===== src/rtl/rsa_modexp_ctrl_pkg.sv =====
// rtl/rsa_modexp_ctrl_pkg.sv - shared types and constants for the modexp sequencer
// Purpose: FSM state encoding, modmul handshake timing constants and a
//          width helper for the exponent bit counter.
// Ports:   none (package)
package rsa_modexp_ctrl_pkg;

   typedef enum logic [2:0] {
      ST_IDLE   = 3'd0,
      ST_REDUCE = 3'd1,
      ST_SQUARE = 3'd2,
      ST_MULT   = 3'd3,
      ST_DONE   = 3'd4
   } state_t;

   // Earliest cycle (counted in req-high cycles) at which mm_ack may arrive.
   localparam int MM_MIN_LATENCY  = 1;
   // Cycles spent in each operation state before mm_req is raised.
   localparam int MM_ISSUE_CYCLES = 1;

   // Bit index counter width; a single exponent bit still needs one flop.
   function automatic int cntr_width(input int n);
      return (n > 1) ? $clog2(n) : 1;
   endfunction

endpackage


===== src/rtl/rsa_modexp_ctrl_if.sv =====
// rtl/rsa_modexp_ctrl_if.sv - req/ack bus to the shared modular multiplier
// Purpose: bundles the modmul handshake so the sequencer and the multiplier
//          (or a bench model) connect through one port.
// Ports:   req  sequencer -> modmul, held until ack
//          a, b operands, stable while req
//          n    modulus (latched N)
//          ack  modmul -> sequencer, 1-cycle pulse
//          res  (a*b) mod n, valid in the ack cycle
interface rsa_modexp_ctrl_if #(parameter int N_width = 4);

   logic               req;
   logic               ack;
   logic [N_width-1:0] a;
   logic [N_width-1:0] b;
   logic [N_width-1:0] n;
   logic [N_width-1:0] res;

   modport master (output req, a, b, n, input ack, res);
   modport slave  (input req, a, b, n, output ack, res);

endinterface


===== src/rtl/rsa_modexp_ctrl_expo_bit_cntr.sv =====
// rtl/rsa_modexp_ctrl_expo_bit_cntr.sv - exponent bit index down-counter
// Purpose: holds the bit index k walked from the MSB down to bit 0.
// Ports:   clk, rst (async active-low)
//          load   k <= load_val
//          dec    k <= k - 1
//          k      current bit index
//          k_zero k == 0 (last exponent bit)
module expo_bit_cntr #(
   parameter int          kw       = 2,
   parameter int unsigned load_val = 3
) (
   input  logic          clk,
   input  logic          rst,
   input  logic          load,
   input  logic          dec,
   output logic [kw-1:0] k,
   output logic          k_zero
);

   always_ff @(posedge clk or negedge rst) begin
      if (!rst)
         k <= '0;
      else if (load)
         k <= kw'(load_val);
      else if (dec)
         k <= k - kw'(1);
   end

   assign k_zero = (k == '0);

endmodule


===== src/rtl/rsa_modexp_ctrl.sv =====
// rtl/rsa_modexp_ctrl.sv - square-and-multiply sequencer for base^expo mod N
// Purpose: left-to-right binary modular exponentiation driving one shared
//          modmul unit; the controller itself does no arithmetic.
// Ports:   clk, rst (async active-low)
//          start  1-cycle pulse, accepted only when idle
//          base, expo, N  operands, sampled on accepted start
//          busy   high from the cycle after start until valid rises
//          valid  result final, held until the next accepted start
//          result final value, 0 while valid is low
//          mm     modmul bus (master side)
module rsa_modexp_ctrl
   import rsa_modexp_ctrl_pkg::*;
#(
   parameter int base_width = 4,
   parameter int expo_width = 4,
   parameter int N_width    = 4
) (
   input  logic                  clk,
   input  logic                  rst,
   input  logic                  start,
   input  logic [base_width-1:0] base,
   input  logic [expo_width-1:0] expo,
   input  logic [N_width-1:0]    N,
   output logic                  busy,
   output logic                  valid,
   output logic [N_width-1:0]    result,
   rsa_modexp_ctrl_if.master     mm
);

   localparam int kw = cntr_width(expo_width);

   state_t                state, state_next;
   logic [base_width-1:0] base_r;
   logic [expo_width-1:0] expo_r;
   logic [N_width-1:0]    n_r, acc, b_r, a_op, b_op, result_r;
   logic                  req_r, busy_r, valid_r;
   logic                  accept, issue, capture, cnt_dec, k_zero;
   logic [kw-1:0]         k;

   expo_bit_cntr #(.kw(kw), .load_val(expo_width - 1)) u_cntr (
      .clk   (clk),
      .rst   (rst),
      .load  (accept),
      .dec   (cnt_dec),
      .k     (k),
      .k_zero(k_zero)
   );

   always_ff @(posedge clk or negedge rst) begin
      if (!rst)
         state <= ST_IDLE;
      else
         state <= state_next;
   end

   // Each operation state spends one cycle raising req, then waits for ack.
   // The ack cycle only captures; the next request is issued from the
   // following state, so req always has a low cycle between operations.
   always_comb begin
      state_next = state;
      accept     = 1'b0;
      issue      = 1'b0;
      capture    = 1'b0;
      cnt_dec    = 1'b0;
      case (state)
         ST_IDLE: begin
            if (start) begin
               accept = 1'b1;
               if (N < N_width'(2) || expo == '0)
                  state_next = ST_DONE;
               else
                  state_next = ST_REDUCE;
            end
         end
         ST_REDUCE, ST_SQUARE, ST_MULT: begin
            if (!req_r)
               issue = 1'b1;
            else if (mm.ack) begin
               capture = 1'b1;
               if (state == ST_REDUCE)
                  state_next = ST_SQUARE;
               else if (state == ST_SQUARE && expo_r[k])
                  state_next = ST_MULT;
               else if (k_zero)
                  state_next = ST_DONE;
               else begin
                  cnt_dec    = 1'b1;
                  state_next = ST_SQUARE;
               end
            end
         end
         ST_DONE: state_next = ST_IDLE;
         default: state_next = ST_IDLE;
      endcase
   end

   always_ff @(posedge clk or negedge rst) begin
      if (!rst) begin
         base_r   <= '0;
         expo_r   <= '0;
         n_r      <= '0;
         acc      <= '0;
         b_r      <= '0;
         a_op     <= '0;
         b_op     <= '0;
         result_r <= '0;
         req_r    <= 1'b0;
         busy_r   <= 1'b0;
         valid_r  <= 1'b0;
      end else begin
         if (accept) begin
            base_r   <= base;
            expo_r   <= expo;
            n_r      <= N;
            valid_r  <= 1'b0;
            busy_r   <= 1'b1;
            result_r <= '0;
            // A degenerate modulus forces result 0 without touching modmul.
            acc      <= (N < N_width'(2)) ? '0 : N_width'(1);
         end
         if (issue) begin
            req_r <= 1'b1;
            case (state)
               ST_REDUCE: begin a_op <= N_width'(base_r); b_op <= N_width'(1); end
               ST_SQUARE: begin a_op <= acc;              b_op <= acc;         end
               default:   begin a_op <= acc;              b_op <= b_r;         end
            endcase
         end
         if (capture) begin
            req_r <= 1'b0;
            if (state == ST_REDUCE)
               b_r <= mm.res;
            else
               acc <= mm.res;
         end
         if (state == ST_DONE) begin
            result_r <= acc;
            valid_r  <= 1'b1;
            busy_r   <= 1'b0;
         end
      end
   end

   assign busy   = busy_r;
   assign valid  = valid_r;
   assign result = result_r;
   assign mm.req = req_r;
   assign mm.a   = a_op;
   assign mm.b   = b_op;
   assign mm.n   = n_r;

endmodule

===== src/flat_wrapper.sv =====
// flat-port wrapper written by rule: the top's interface ports become plain ports
module rsa_modexp_ctrl_flat import rsa_modexp_ctrl_pkg::*;
#(
   parameter int base_width = 4,
   parameter int expo_width = 4,
   parameter int N_width    = 4
)
  (clk, rst, start, base, expo, N, busy, valid, result, mm_req, mm_a, mm_b, mm_n, mm_ack, mm_res);
  rsa_modexp_ctrl_if #(.N_width(N_width)) mm_i ();
  input  logic clk;
  input  logic rst;
  input  logic start;
  input  logic [base_width-1:0] base;
  input  logic [expo_width-1:0] expo;
  input  logic [N_width-1:0] N;
  output logic busy;
  output logic valid;
  output logic [N_width-1:0] result;
  output wire logic [$bits(mm_i.req)-1:0] mm_req;
  output wire logic [$bits(mm_i.a)-1:0] mm_a;
  output wire logic [$bits(mm_i.b)-1:0] mm_b;
  output wire logic [$bits(mm_i.n)-1:0] mm_n;
  input wire logic [$bits(mm_i.ack)-1:0] mm_ack;
  input wire logic [$bits(mm_i.res)-1:0] mm_res;
  assign mm_req = mm_i.req;
  assign mm_a = mm_i.a;
  assign mm_b = mm_i.b;
  assign mm_n = mm_i.n;
  assign mm_i.ack = mm_ack;
  assign mm_i.res = mm_res;
  rsa_modexp_ctrl #(.base_width(base_width), .expo_width(expo_width), .N_width(N_width)) u_core (.clk(clk), .rst(rst), .start(start), .base(base), .expo(expo), .N(N), .busy(busy), .valid(valid), .result(result), .mm(mm_i));
endmodule

===== config.mk =====
export PLATFORM = sky130hd
export DESIGN_NAME = rsa_modexp_ctrl_flat
export DESIGN_NICKNAME = d
export VERILOG_FILES = /design/src/rtl/rsa_modexp_ctrl_pkg.sv /design/src/rtl/rsa_modexp_ctrl_if.sv /design/src/rtl/rsa_modexp_ctrl_expo_bit_cntr.sv /design/src/rtl/rsa_modexp_ctrl.sv /design/src/flat_wrapper.sv
export SDC_FILE = /design/constraint.sdc
export NUM_CORES = 1
export LEC_CHECK = 0
export ABC_CLOCK_PERIOD_IN_PS = 1400
export CAP_MARGIN = 20
export CORE_ASPECT_RATIO = 0.7
export CORE_MARGIN = 2
export CORE_UTILIZATION = 45
export CTS_BUF_LIST = sky130_fd_sc_hd__clkbuf_4 sky130_fd_sc_hd__clkbuf_8
export CTS_CLUSTER_SIZE = 16
export DETAILED_ROUTE_END_ITERATION = 8
export GPL_TIMING_DRIVEN = 0
export PLACE_DENSITY = 0.74
export SLEW_MARGIN = 20
export SYNTH_ARGS = -nofsm -noshare
export SYNTH_HDL_FRONTEND = slang
export SYNTH_SLANG_ARGS = --single-unit

===== constraint.sdc =====
create_clock -name clk -period 1.4 [get_ports clk]
set_input_delay 0.21 -clock clk [delete_from_list [all_inputs] [get_ports clk]]
set_output_delay 0.21 -clock clk [all_outputs]
set_load 0.02 [all_outputs]

======== Word level (Yosys, flattened, before mapping) ========
Index checks and enable logic that the tools add are counted.
storage, ports and cells
  output and inout bits ................... 19
  register bits ........................... 40
  logic and storage cells ................. 73
operators by class
  equality and inequality tests ........... 7
  $add $sub $neg .......................... 1
  reduce and logical (&&, ||, !) cells .... 11
  muxes and demuxes ....................... 39
  order comparisons ....................... 2
operators by type and width
  cell                   count
  $mux W4                6
  $mux W1                21
  $mux W3                7
  $pmux W4 S2            1
  $eq A3 B2 Y1 const B   2
  $pmux W3 S2            1
  $reduce_bool A2 Y1     3
  $logic_not A4 Y1       1
  $lt A4 B2 Y1 const B   1
  $mux W2                2
  $ne A2 B2 Y1 const B   2
  $eq A3 B1 Y1 const B   1
  $eq A3 B3 Y1 const B   1
  $logic_not A3 Y1       1
  $lt A2 B3 Y1 const B   1
  $reduce_and A3 Y1      1
  $reduce_or A3 Y1       1
  $bmux W1 S2            1
  $logic_not A2 Y1       1
  $ne A2 B1 Y1 const B   1
  $reduce_and A2 Y1      1
  $sub A2 B1 Y2 const B  1
  $logic_and A1 B1 Y1    1
  $logic_or A1 B1 Y1     1

======== Longest topological paths before layout ========
  word-level depth ........................ 10
  mapped depth ............................ 5

======== Hierarchy ========
A second synthesis with hierarchy kept.
unflattened totals
  cell total of the unflattened synthesis .. 184
  area, all modules ....................... 1779.2 um^2
modules (own cells, without submodules)
  module           cells each  instances  area each (um^2)
  rsa_modexp_ctrl  174         1          1676.6
  expo_bit_cntr    10          1          102.6

======== Worst setup path before layout ========
Ideal clock, no wire load.
  path type ............................... register to register
  from .................................... register u_core.state[1]
  to ...................................... register u_core.b_r[0]
  cell stages (with the launch flop) ...... 5
  data arrival time ....................... 1.458 ns
  clock period less this slack ............ 1.583 ns
  required time ........................... 1.275 ns
  slack ................................... -0.183 ns
  path through ............................ dfrtp_1 > buf_2 > nor3b_2 > and2_4 > mux2_2
between the ends
  cells in the longest elaborated chain, start to end .. 4
  elaborated cells between the ends (all ways) .. 6
  those cells by class .................... 3 x eq/ne; 1 x mux; 2 x reduce/logical
RTL lines
  what                                          RTL line                                       source
  start, declared                               rsa_modexp_ctrl.sv:32                          state_t state, state_next;
  start signal, assigned                        rsa_modexp_ctrl.sv:53                          state <= state_next;
  $eq A3 B2 Y1 or $eq A3 B1 Y1 (tied branches)  rsa_modexp_ctrl.sv:65, rsa_modexp_ctrl.sv:131
  $reduce_or A3 Y1                              rsa_modexp_ctrl.sv:65                          case (state)
  $mux W1                                       rsa_modexp_ctrl.sv:65
  $reduce_and A2 Y1 (no line) (*)               n/a
  end signal, assigned                          rsa_modexp_ctrl.sv:132                         b_r <= mm.res;
  end, declared                                 rsa_modexp_ctrl.sv:35                          logic [N_width-1:0] n_r, acc, b_r, a_op, b_op, result_r;
Mark *: on every way between the ends. The rest lies on a longest branch, timed or not.
A chain may end at the register's enable or synchronous reset.

======== Final worst setup path ========
  from .................................... register u_core.u_cntr.k[0]
  to ...................................... register u_core.u_cntr.k[0]
between the ends
  cells in the longest elaborated chain, start to end .. 9
  elaborated cells between the ends (all ways) .. 14
  those cells by class .................... 1 x add/sub; 10 x mux; 3 x reduce/logical
RTL lines
  what                           RTL line                             source
  start, declared                rsa_modexp_ctrl_expo_bit_cntr.sv:16  output logic [kw-1:0] k,
  start signal, assigned         rsa_modexp_ctrl_expo_bit_cntr.sv:24  k <= kw'(load_val);
  start signal, assigned         rsa_modexp_ctrl_expo_bit_cntr.sv:26  k <= k - kw'(1);
  $bmux W1 S2                    rsa_modexp_ctrl.sv:82                else if (state == ST_SQUARE && expo_r[k])
  $mux W1 (implied by the code)  rsa_modexp_ctrl.sv:82
  $logic_and A1 B1 Y1            rsa_modexp_ctrl.sv:82
  $mux W1                        rsa_modexp_ctrl.sv:82
  $mux W1                        rsa_modexp_ctrl.sv:80                if (state == ST_REDUCE)
  $mux W1                        rsa_modexp_ctrl.sv:78                else if (mm.ack) begin
  $mux W1                        rsa_modexp_ctrl.sv:76                if (!req_r)
  $mux W1                        rsa_modexp_ctrl.sv:65
  $reduce_bool A2 Y1 (no line)   n/a
Parallel ways exist; a longest one is shown, timed or not. The select of a mux whose other input is x is not followed.

==> results.toml <==
[critical_path]
required_ns = 1.60
cp.arrival_ns = 1.77
path_max_fanout = 2
crit_type = "flop to flop"
rrSetupSlack_ns = -0.17
start_kind = "flop"
setup.worst_path.end_class = "flop"

[yosys]
synthFlopType = "dfrtp_1"
netlist.area_leader.share_pct = 53.73
synth-edff-count = 0
synth_most_common_cell = "dfrtp_1"
synth_fp_nets = 184
synthTopCellsByArea = "dfrtp_1 (54%), mux2_2 (9.7%), o21ai_0 (6.4%), mux2i_1 (4.3%), nand2_1 (3.2%)"
ys_seq_elements = 40
synth_top_area_cell = "dfrtp_1"
synth_area_um2 = 1863
yosysSeqAreaShare_pct = 53.73
syn-instance-count = 163
synth_common_cells = "dfrtp_1 (40), o21ai_0 (24), mux2_2 (16), nand2_1 (16), mux2i_1 (8)"
avgSynthCellArea_um2 = 11.43
synth_warnings = 0
ys_async_sr_fraction_pct = 100.0
yosysUniqueCellTypes = 41

[die]
die_x_um = 80.91
num_io_pins = 39
core_um2 = 3946
die_h_um = 57.84
rows = 19
dieArea_um2 = 4679
start_util_pct = 47.21

[timing]
worst_slew_margin_rel_pct = 76.11
skew_ns = 0.004679
setup_slack_ns = -0.1695
slew_violations = 0
fmax_mhz = 637.1
worstMarginPinSlew_ns = 0.3579
hold_slack_ns = 0.3470
rsz0062_at_grt = "yes"
min_period_over_period_pct = 112.1
finalHoldViolations = 0
period_minus_slack_ns = 1.570
finalSetupViolations = 24
tns_ns = -1.781

[route]
drt_iter0_markers = 117
routed_via_density = 5.513
first_pass_iters = 4
vias = 1505
wl_mm = 4.756
ant_nets = 0
wire_per_inst_um = 17.42
drcViolationCount = 0

[global_routing]
grt_first_pass_wirelength_mm = 7.624
overflow = 0
grt_use_met3_pct = 4.673
met2_usage_pct = 34.12
grt_max_degree = 29
busiest_layer = "met2"
grt_usage_pct = 22.24
grt_pass1_vias = 1502
use_met1_pct = 31.68
antenna_found_initial = 0

[placement]
placed_cell_area_um2 = 2396
dp_hpwl_mm = 3.204
place_ws_ns = -0.4692
portBuffers = 38
dp.cells = 254
place.gp.congestion = 0.8172

[job]
max-cap-violations = 0

[pwr]
vdd_ir_drop_max_mv = 1.362
p_leak_nw = 1.199
power.total_mw = 5.754
power.density_nw_per_um2 = 2107

[cts]
cts_buffer_depth = 2
clock-sinks = 40
root_buffer = "clkbuf_8"
clkLatencyLatePin_ns = 0.29
cts_tree = "built"
cts_buffers = 5
cts.reportedPaths.clkPinSlew_ns = 0.07
cts_htree_levels = 2

[final_layout]
final_cells = 273
syn2layout_area_growth_pct = 46.54
post-route-util_pct = 69.18
final_area_um2 = 2730
nets = 242
diodes = 0
drive_gt1_share_pct = 32.58
num-fill-cells = 293

[hold_path]
hold_class = "input pin to asynchronous set/reset pin"

[outcome]
status = "finished with violations"
failed_checks = "setup timing"
[flip-flops by register name (all words and copies together) (netlist names), 4 cells and up]
register and flops:
u_core.mm.b 4, u_core.mm.a 4, u_core.mm.n 4, u_core.result 4
u_core.base_r 4, u_core.acc 4, u_core.expo_r 4, u_core.b_r 4
[worst paths after layout]
kind	start	endpoint	cells after the start
hold / removal	rst	u_core.state[2]$_DFFE_PN0P_	2
setup / recovery	u_core.u_cntr.k[0]$_DFFE_PN0P_	u_core.u_cntr.k[0]$_DFFE_PN0P_	3
hold reg to reg	u_core.busy$_DFFE_PN0P_	u_core.busy$_DFFE_PN0P_	1
max in group asynchronous	rst	u_core.base_r[0]$_DFFE_PN0P_	3
min in group clk	u_core.busy$_DFFE_PN0P_	u_core.busy$_DFFE_PN0P_	1
setup reg to reg	u_core.u_cntr.k[0]$_DFFE_PN0P_	u_core.u_cntr.k[0]$_DFFE_PN0P_	3
[what timing repair did]
item                                   4_1_cts  5_1_grt
setup endpoints to repair                   56       37
endpoints found under the hold margin       12        0
gates cloned                                 2        0
setup buffers                                8        3
pin swaps                                    6        3
hold buffers                                 1        0
resized for setup                           48       28
[worst max-delay path, cell delays in order, from the launching register on]
cell and delay [ns]:
dfrtp_1 0.38, mux4_2 0.56, a211oi_4 0.29, mux2i_1 0.26
[final cells by class]
cell class	count	area (µm²)	share of cell area, %
sequential	40	1002	36.71
buffer	9	90.09	3.300
multi-input combinational	108	977.2	35.79
clock buffer	6	76.32	2.796
tap	52	65.06	2.383
clock inverter	1	5.005	0.1833
timing repair buffer	53	499.2	18.29
inverter	4	15.01	0.5500
[report_power, final]
group / leakage [nW] / internal [mW] / switching (mW)
sequential: 0.489 / 1.63 / 0.382
clock: 0.0445 / 0.358 / 0.381
combinational: 0.666 / 1.60 / 1.40
[per-layer routing]
metal	part of all wire (%)	vias up	routed length (µm)
met5	0	-	0
li1	-	706	-
met2	45	56	2163
met4	1.7	0	79
met3	5.6	10	268
met1	47	733	2245
[cells in the final DEF, fill, tap and decap left out, drive strengths merged, types with 4 or more instances in the layout]
cell	n
mux2i	8
clkdlybuf4s50	18
buf	21
dlygate4sd2	19
inv	4
mux2	16
nor2	5
nand2	16
clkbuf	9
o21ai	25
dfrtp	40
[logic make-up (layout without fill, tap and decap cells)]
kind of cell    after synthesis  after routing  synth area share, %
compound gates               38             38                12.22
fa+ha+maj                     1              1               0.6715
buf+inv                      15             73                3.425
flops                        40             40                53.73
mux                          25             25                15.18
simple gates                 44             44                14.78
Note: power is estimated with default switching activity, not from simulation.
